==> src/rtl/register_pipe.sv <==
// register_pipe: DEPTH-stage, WIDTH-bit elastic pipeline register with valid/ready on both sides.
// Latency DEPTH-1 cycles after the accept edge through an empty pipe; one item per cycle sustained.
// Bubbles collapse so empty stages still fill while the output stalls; flush clears all valid bits.
// Optional: define REGISTER_PIPE_STALL_CNT_EN to add a saturating 16-bit output-stall counter port.
module register_pipe #(
  parameter int               WIDTH     = 8,
  parameter int               DEPTH     = 4,
  parameter logic [WIDTH-1:0] RESET_VAL = {WIDTH{1'b0}}
) (
  input  logic                         clk,
  input  logic                         rst,
  input  logic                         in_valid,
  output logic                         in_ready,
  input  logic [WIDTH-1:0]             in_data,
  output logic                         out_valid,
  input  logic                         out_ready,
  output logic [WIDTH-1:0]             out_data,
  input  logic                         flush,
  output logic [$clog2(DEPTH+1)-1:0]   count
`ifdef REGISTER_PIPE_STALL_CNT_EN
  ,
  output logic [15:0]                  stall_cnt
`endif
);

  localparam int CW = $clog2(DEPTH+1);

  logic [DEPTH-1:0] v_q;
  logic [DEPTH-1:0] v_d;
  logic [DEPTH-1:0] adv;
  logic [WIDTH-1:0] data_q [DEPTH];
  logic [WIDTH-1:0] data_d [DEPTH];
  logic [CW-1:0]    count_q;
  logic [CW-1:0]    count_d;
  logic             in_xfer;
  logic             out_xfer;

  // Per-stage advance and next-state. A stage advances unless it and every
  // stage downstream of it are full while the output is stalled; written in
  // that closed form so there is no combinational chain through adv itself.
  for (genvar gi = 0; gi < DEPTH; gi++) begin : g_stage
    logic             src_v;
    logic [WIDTH-1:0] src_dat;

    if (gi == 0) begin : g_head
      assign src_v   = in_valid;
      assign src_dat = in_data;
    end else begin : g_body
      assign src_v   = v_q[gi-1];
      assign src_dat = data_q[gi-1];
    end

    assign adv[gi]    = out_ready | ~(&v_q[DEPTH-1:gi]);
    assign v_d[gi]    = flush ? 1'b0 : (adv[gi] ? src_v : v_q[gi]);
    // Data is left alone on flush; with its valid bit cleared it is don't-care.
    assign data_d[gi] = (adv[gi] & ~flush) ? src_dat : data_q[gi];
  end

  assign in_ready  = adv[0] & ~flush;
  assign out_valid = v_q[DEPTH-1] & ~flush;
  assign out_data  = data_q[DEPTH-1];
  assign count     = count_q;

  assign in_xfer  = in_valid & in_ready;
  assign out_xfer = out_valid & out_ready;
  assign count_d  = flush ? '0 : (count_q + CW'(in_xfer) - CW'(out_xfer));

  // Stage registers and occupancy; everything is lost immediately on reset.
  always_ff @(posedge clk or posedge rst) begin
    if (rst) begin
      v_q     <= '0;
      count_q <= '0;
      for (int i = 0; i < DEPTH; i++) begin
        data_q[i] <= RESET_VAL;
      end
    end else begin
      v_q     <= v_d;
      count_q <= count_d;
      for (int i = 0; i < DEPTH; i++) begin
        data_q[i] <= data_d[i];
      end
    end
  end

`ifdef REGISTER_PIPE_STALL_CNT_EN
  logic [15:0] stall_q;
  logic [15:0] stall_d;

  // Count cycles where the output is offered but refused, saturating at all-ones.
  always_comb begin
    stall_d = stall_q;
    if (flush) begin
      stall_d = '0;
    end else if (out_valid && !out_ready && (stall_q != 16'hFFFF)) begin
      stall_d = stall_q + 16'd1;
    end
  end

  // Stall counter register.
  always_ff @(posedge clk or posedge rst) begin
    if (rst) begin
      stall_q <= '0;
    end else begin
      stall_q <= stall_d;
    end
  end

  assign stall_cnt = stall_q;
`endif

endmodule

==> config.mk <==
export PLATFORM = sky130hd
export DESIGN_NAME = register_pipe
export DESIGN_NICKNAME = d
export VERILOG_FILES = /design/src/rtl/register_pipe.sv
export SDC_FILE = /design/constraint.sdc
export NUM_CORES = 1
export LEC_CHECK = 0
export ABC_AREA = 1
export CAP_MARGIN = 20
export CORE_UTILIZATION = 50
export DETAILED_ROUTE_END_ITERATION = 16
export HOLD_SLACK_MARGIN = 0.03
export PLACE_DENSITY = 0.78
export SLEW_MARGIN = 20
export SYNTH_ARGS = -nofsm -noshare
export SYNTH_HDL_FRONTEND = slang
export SYNTH_SLANG_ARGS = --single-unit
==> constraint.sdc <==
create_clock -name clk -period 2.75 [get_ports clk]
set_clock_uncertainty 0.15 [all_clocks]
set_input_delay 0.275 -clock clk [delete_from_list [all_inputs] [get_ports clk]]
set_output_delay 0.275 -clock clk [all_outputs]
set_load 0.03 [all_outputs]
# Word-level counts from Yosys, hierarchy flattened
# Index checks and enable logic that the tools add are counted.
[op_classes]
muxes = 9
bitwise_logic = 16
reduce_logical = 7
n_addsub = 2
[ops]
columns = ["cell", "count"]
rows = [
  ["1-bit two-way mux", 8],
  ["2-bit nonzero test", 4],
  ["1-bit AND", 7],
  ["1-bit NOT", 5],
  ["1-bit bitwise OR", 4],
  ["4-bit AND reduction", 1],
  ["3-bit by 1-bit adder with 3-bit output", 1],
  ["3-bit two-way mux", 1],
  ["3-bit AND reduction", 1],
  ["3-bit by 1-bit subtractor with 3-bit output", 1],
  ["2-bit AND reduction", 1],
]
[totals]
ff_bits = 39
input_bits = 13
out_inout_bits = 13
word_cells = 43

# Logic depth before layout (Yosys ltp)
[logic_depth]
depth_word = 8
ltp_mapped = 14
mapped_depth_nobuf = 14

# Worst setup path before layout
# Ideal clock, no wire load.
[synth_path]
path_type = "register -> register"
from = "register v_q[3]"
to = "register count_q[2] (netlist: count[2])"
t_required_ns = 2.481
period_less_slack_ns = 2.224
path_buffers = 0
path_stages_with_launch = 14
t_arrival_ns = 1.955
setup_slack_ns = 0.526
setup_time_ns = 0.119
cell_sequence = "dfrtp_1 -> nand2_2 -> nor2_8 -> nand2_4 -> nand2_8 -> inv_2 -> nand2_1 -> ha_1 -> inv_1 -> ha_1 -> inv_1 -> fa_1 -> a21oi_1 -> nor2_1"
[synth_between]
elab_chain_len = 8
elab_cells_between_ends = 10
cone_classes = "add/sub (2); mux (1); bitwise (6); reduce/logical (1)"
[synth_lines]
columns = ["element", "line_no", "rtl"]
rows = [
  ["from (decl)", "28", "logic [DEPTH-1:0] v_q;"],
  ["from (signal assigned)", "77", "v_q <= v_d;"],
  ["4-bit AND reduction", "53", "assign adv[gi] = out_ready | ~(&v_q[DEPTH-1:gi]);"],
  ["1-bit NOT", "53", ""],
  ["1-bit bitwise OR", "53", ""],
  ["1-bit AND", "59", "assign in_ready = adv[0] & ~flush;"],
  ["via in_ready", "13", "output logic in_ready,"],
  ["1-bit AND", "64", "assign in_xfer = in_valid & in_ready;"],
  ["3-bit by 1-bit adder with 3-bit output", "66", "assign count_d = flush ? '0 : (count_q + CW'(in_xfer) - CW'(out_xfer));"],
  ["3-bit by 1-bit subtractor with 3-bit output", "66", ""],
  ["3-bit two-way mux", "66", ""],
  ["via count_d[2]", "34", "logic [CW-1:0] count_d;"],
  ["to (signal assigned)", "78", "count_q <= count_d;"],
  ["to (decl)", "33", "logic [CW-1:0] count_q;"],
]
# The timed path passes the listed nets, and every way through them passes these cells.
# A chain may end at the register's enable or synchronous reset.

# Final worst setup path
[layout_path]
from = "register v_q[3]"
to = "output in_ready"
[layout_between]
elab_chain_len = 4
[layout_lines]
columns = ["element", "line_no"]
rows = [
  ["4-bit AND reduction", "53"],
  ["1-bit NOT", "53"],
  ["1-bit bitwise OR", "53"],
  ["1-bit AND", "59"],
  ["to (decl)", "13"],
]
# Every way passes these cells.

==> metrics.txt <==
status=completed; max incr delay on CP=660 ps; Power, Total=0.00127 W; commonest non-fill, non-tap cell in the layout=nand2_1; number of global-route vias before repair=1182; share of layout cells above drive strength 1=11.7%; Fin. Hold Viols=0; slew of the pin with the lowest slew margin=468 ps; MaxCap Viol Count=0; H-tree levels=2; total grt overflow=0; cell family with most CP delay=buffers and inverters; total setup buffers inserted after CTS=0; Slew Viols, Final=0; Final Net Count=228; Clock Tree Root=clkbuf_4; clk sink count=39; First-pass DRT Iterations=4; DRC errors left=0; Critical Path Slowest Stage Cell=clkdlybuf4s50_1; clock-pin slew on the worst setup and hold paths=110 ps; Arrival @ worst endpoint=1910 ps; I/O Buffers=25; Routed Antenna Nets=0; Leak=1.10 nW; Avg Inst Size Synth=9.27 µm²; Setup crit start kind=flip-flop; Critical Path Fanout Max=10; pin count of the biggest net entering global routing=40; Yosys reg bits=39; pwr/cell area=615 nW/µm²; Mapped Area=1690 µm²; Buf/Inv on CP=2; Seq/Total Area, Yosys=57.9%; number of hold buffers added after cts=0; Routed WL=2880 µm; post_cts resized=0; Reg2Reg Depth=14; most frequent cells in the layout=nand2_1 (70), dfrtp_1 (39), nand3_1 (33); RR Startpoint=v_q[3]$_DFFE_PP0P_; post-synthesis cell type count=18; initial antenna violation count=0; reg-to-reg endpoint=count[2]$_DFF_PP0_; WL/cell=11.2 µm; Yosys warnings=0; R2R Setup Slk=450 ps; Worst Path Required=2330 ps; die width=60.1 µm; synthesized netlist cell count=182; worst rel slew slack=68.8%; Hold Path Class=in -> async; Die H=60.1 µm; total inserted antenna cells=0; first-pass GRT wire length=4930 µm; syn_nets=198; TritonCTS clock tree=built; Starting Density=53.9%; area grow syn2layout=22.7%; HPWL after DPL=2030 µm; CP cell instances=nand2_2 > nor2_8 > nand2_4 > nand2_8 > inv_2 > clkdlybuf4s50_1; RSZ-0062 raised after global routing=false; 1st-iter DRT viols=59; GPL Wtd Cong=0.782; Tcrit/Tclk final=84.8%; worst-skew pair later-pin latency=340 ps; core area=3130 µm²; FMAX=0.429 GHz; GRT Resource Usage Total=18.5%; vias=1265; TNS Setup=0 ps; Tmin final=2330 ps; die area=3610 µm²; Crit path depth=6; CP endpoint kind=output port; # setup viols final=0; drt via density=4.92; Setup CP Type=reg -> out; CTS max path bufs=2; Row Count=20; Boundary Pins=26; worst vdd ir=318 µV; total CTS buffers=5
[power breakdown]
part,switching (W),leakage [nW],internal [W]
clock network,0.000179,0.0482,0.000215
registers,0.0000341,0.498,0.000633
logic,0.000122,0.551,0.0000906
[registers in the layout, indices dropped and copies added, names as in the netlist]
register         cells
v_q                  4
out_data             8
g_stage.src_dat     24
count                3
[per-stage QoR]
| step | cell area (µm²) | instances | hold WS, ps | utilization [%] | setup slack (ps) |
|---|---|---|---|---|---|
| 5_1_grt | 2070 | 257 | 245 | 66.2 | 309 |
| 3_5_place_dp | 1980 | 249 | 308 | 63.4 | 93.8 |
| 6_report | 2070 | 257 | 204 | 66.2 | 418 |
| 4_1_cts | 2070 | 257 | 219 | 66.2 | 408 |
| 2_1_floorplan | 1690 | 182 | 246 | - | 526 |
| 3_3_place_gp | 1980 | 249 | 303 | 63.4 | 176 |
[tightest hold or removal path: cells and delay by family]
kind	cells	cell delay, ps
buffers and inverters	3	870
[synth_stat cells]
cell	n	area share (%)
or2_2	1	0.37
buf_2	4	1.2
o21ai_0	3	0.89
nand2_4	5	3.3
inv_2	3	0.67
a21oi_1	1	0.30
nor2_8	1	1.2
nor3_1	1	0.30
inv_1	7	1.6
nand3_1	33	9.8
nand2_1	70	16
nand2_8	1	1.2
ha_1	2	1.5
nand2_2	3	1.1
fa_1	1	1.2
nor2_1	6	1.3
dfrtp_1	39	58
buf_6	1	0.67
[routing by layer]
| metal | up-vias | part of all wire, % | track usage (%) | wire (µm) |
|---|---|---|---|---|
| li1 | 635 | - | - | - |
| met1 | 591 | 44 | 21.5 | 1250 |
| met2 | 30 | 51 | 32.5 | 1460 |
| met4 | 0 | 1.9 | 8.31 | 56 |
| met3 | 9 | 3.7 | 3.90 | 106 |
| met5 | - | 0 | 0 | 0 |
[final cells by class]
cell class,instances,area (µm²)
fillers,279,1060
flip-flops and latches,39,976
multi-input cells,128,642
repair buffers,28,273
well taps,44,55.1
clock buffers,6,51.3
inverters,10,37.5
clock inverters,2,35.0
[cells by family (layout without fill, tap and decap cells)]
group           after synthesis  in the layout  share of synthesized area (%)
compound gates                4              4                           1.19
simple gates                121            121                           34.2
buf+inv                      15             46                           4.08
flops                        39             39                           57.9
fa+ha+maj                     3              3                           2.67
[worst max path at each step]
stage                        from            endpoint  slack (ps)
2_1_floorplan  v_q[3]$_DFFE_PP0P_  count[2]$_DFF_PP0_         530
5_1_grt        v_q[3]$_DFFE_PP0P_  count[2]$_DFF_PP0_         310
3_3_place_gp            out_ready  count[2]$_DFF_PP0_         180
6_report       v_q[3]$_DFFE_PP0P_            in_ready         420
3_5_place_dp            out_ready  count[2]$_DFF_PP0_          90
4_1_cts        v_q[3]$_DFFE_PP0P_            in_ready         410
Power figures use the tool's default switching activity.
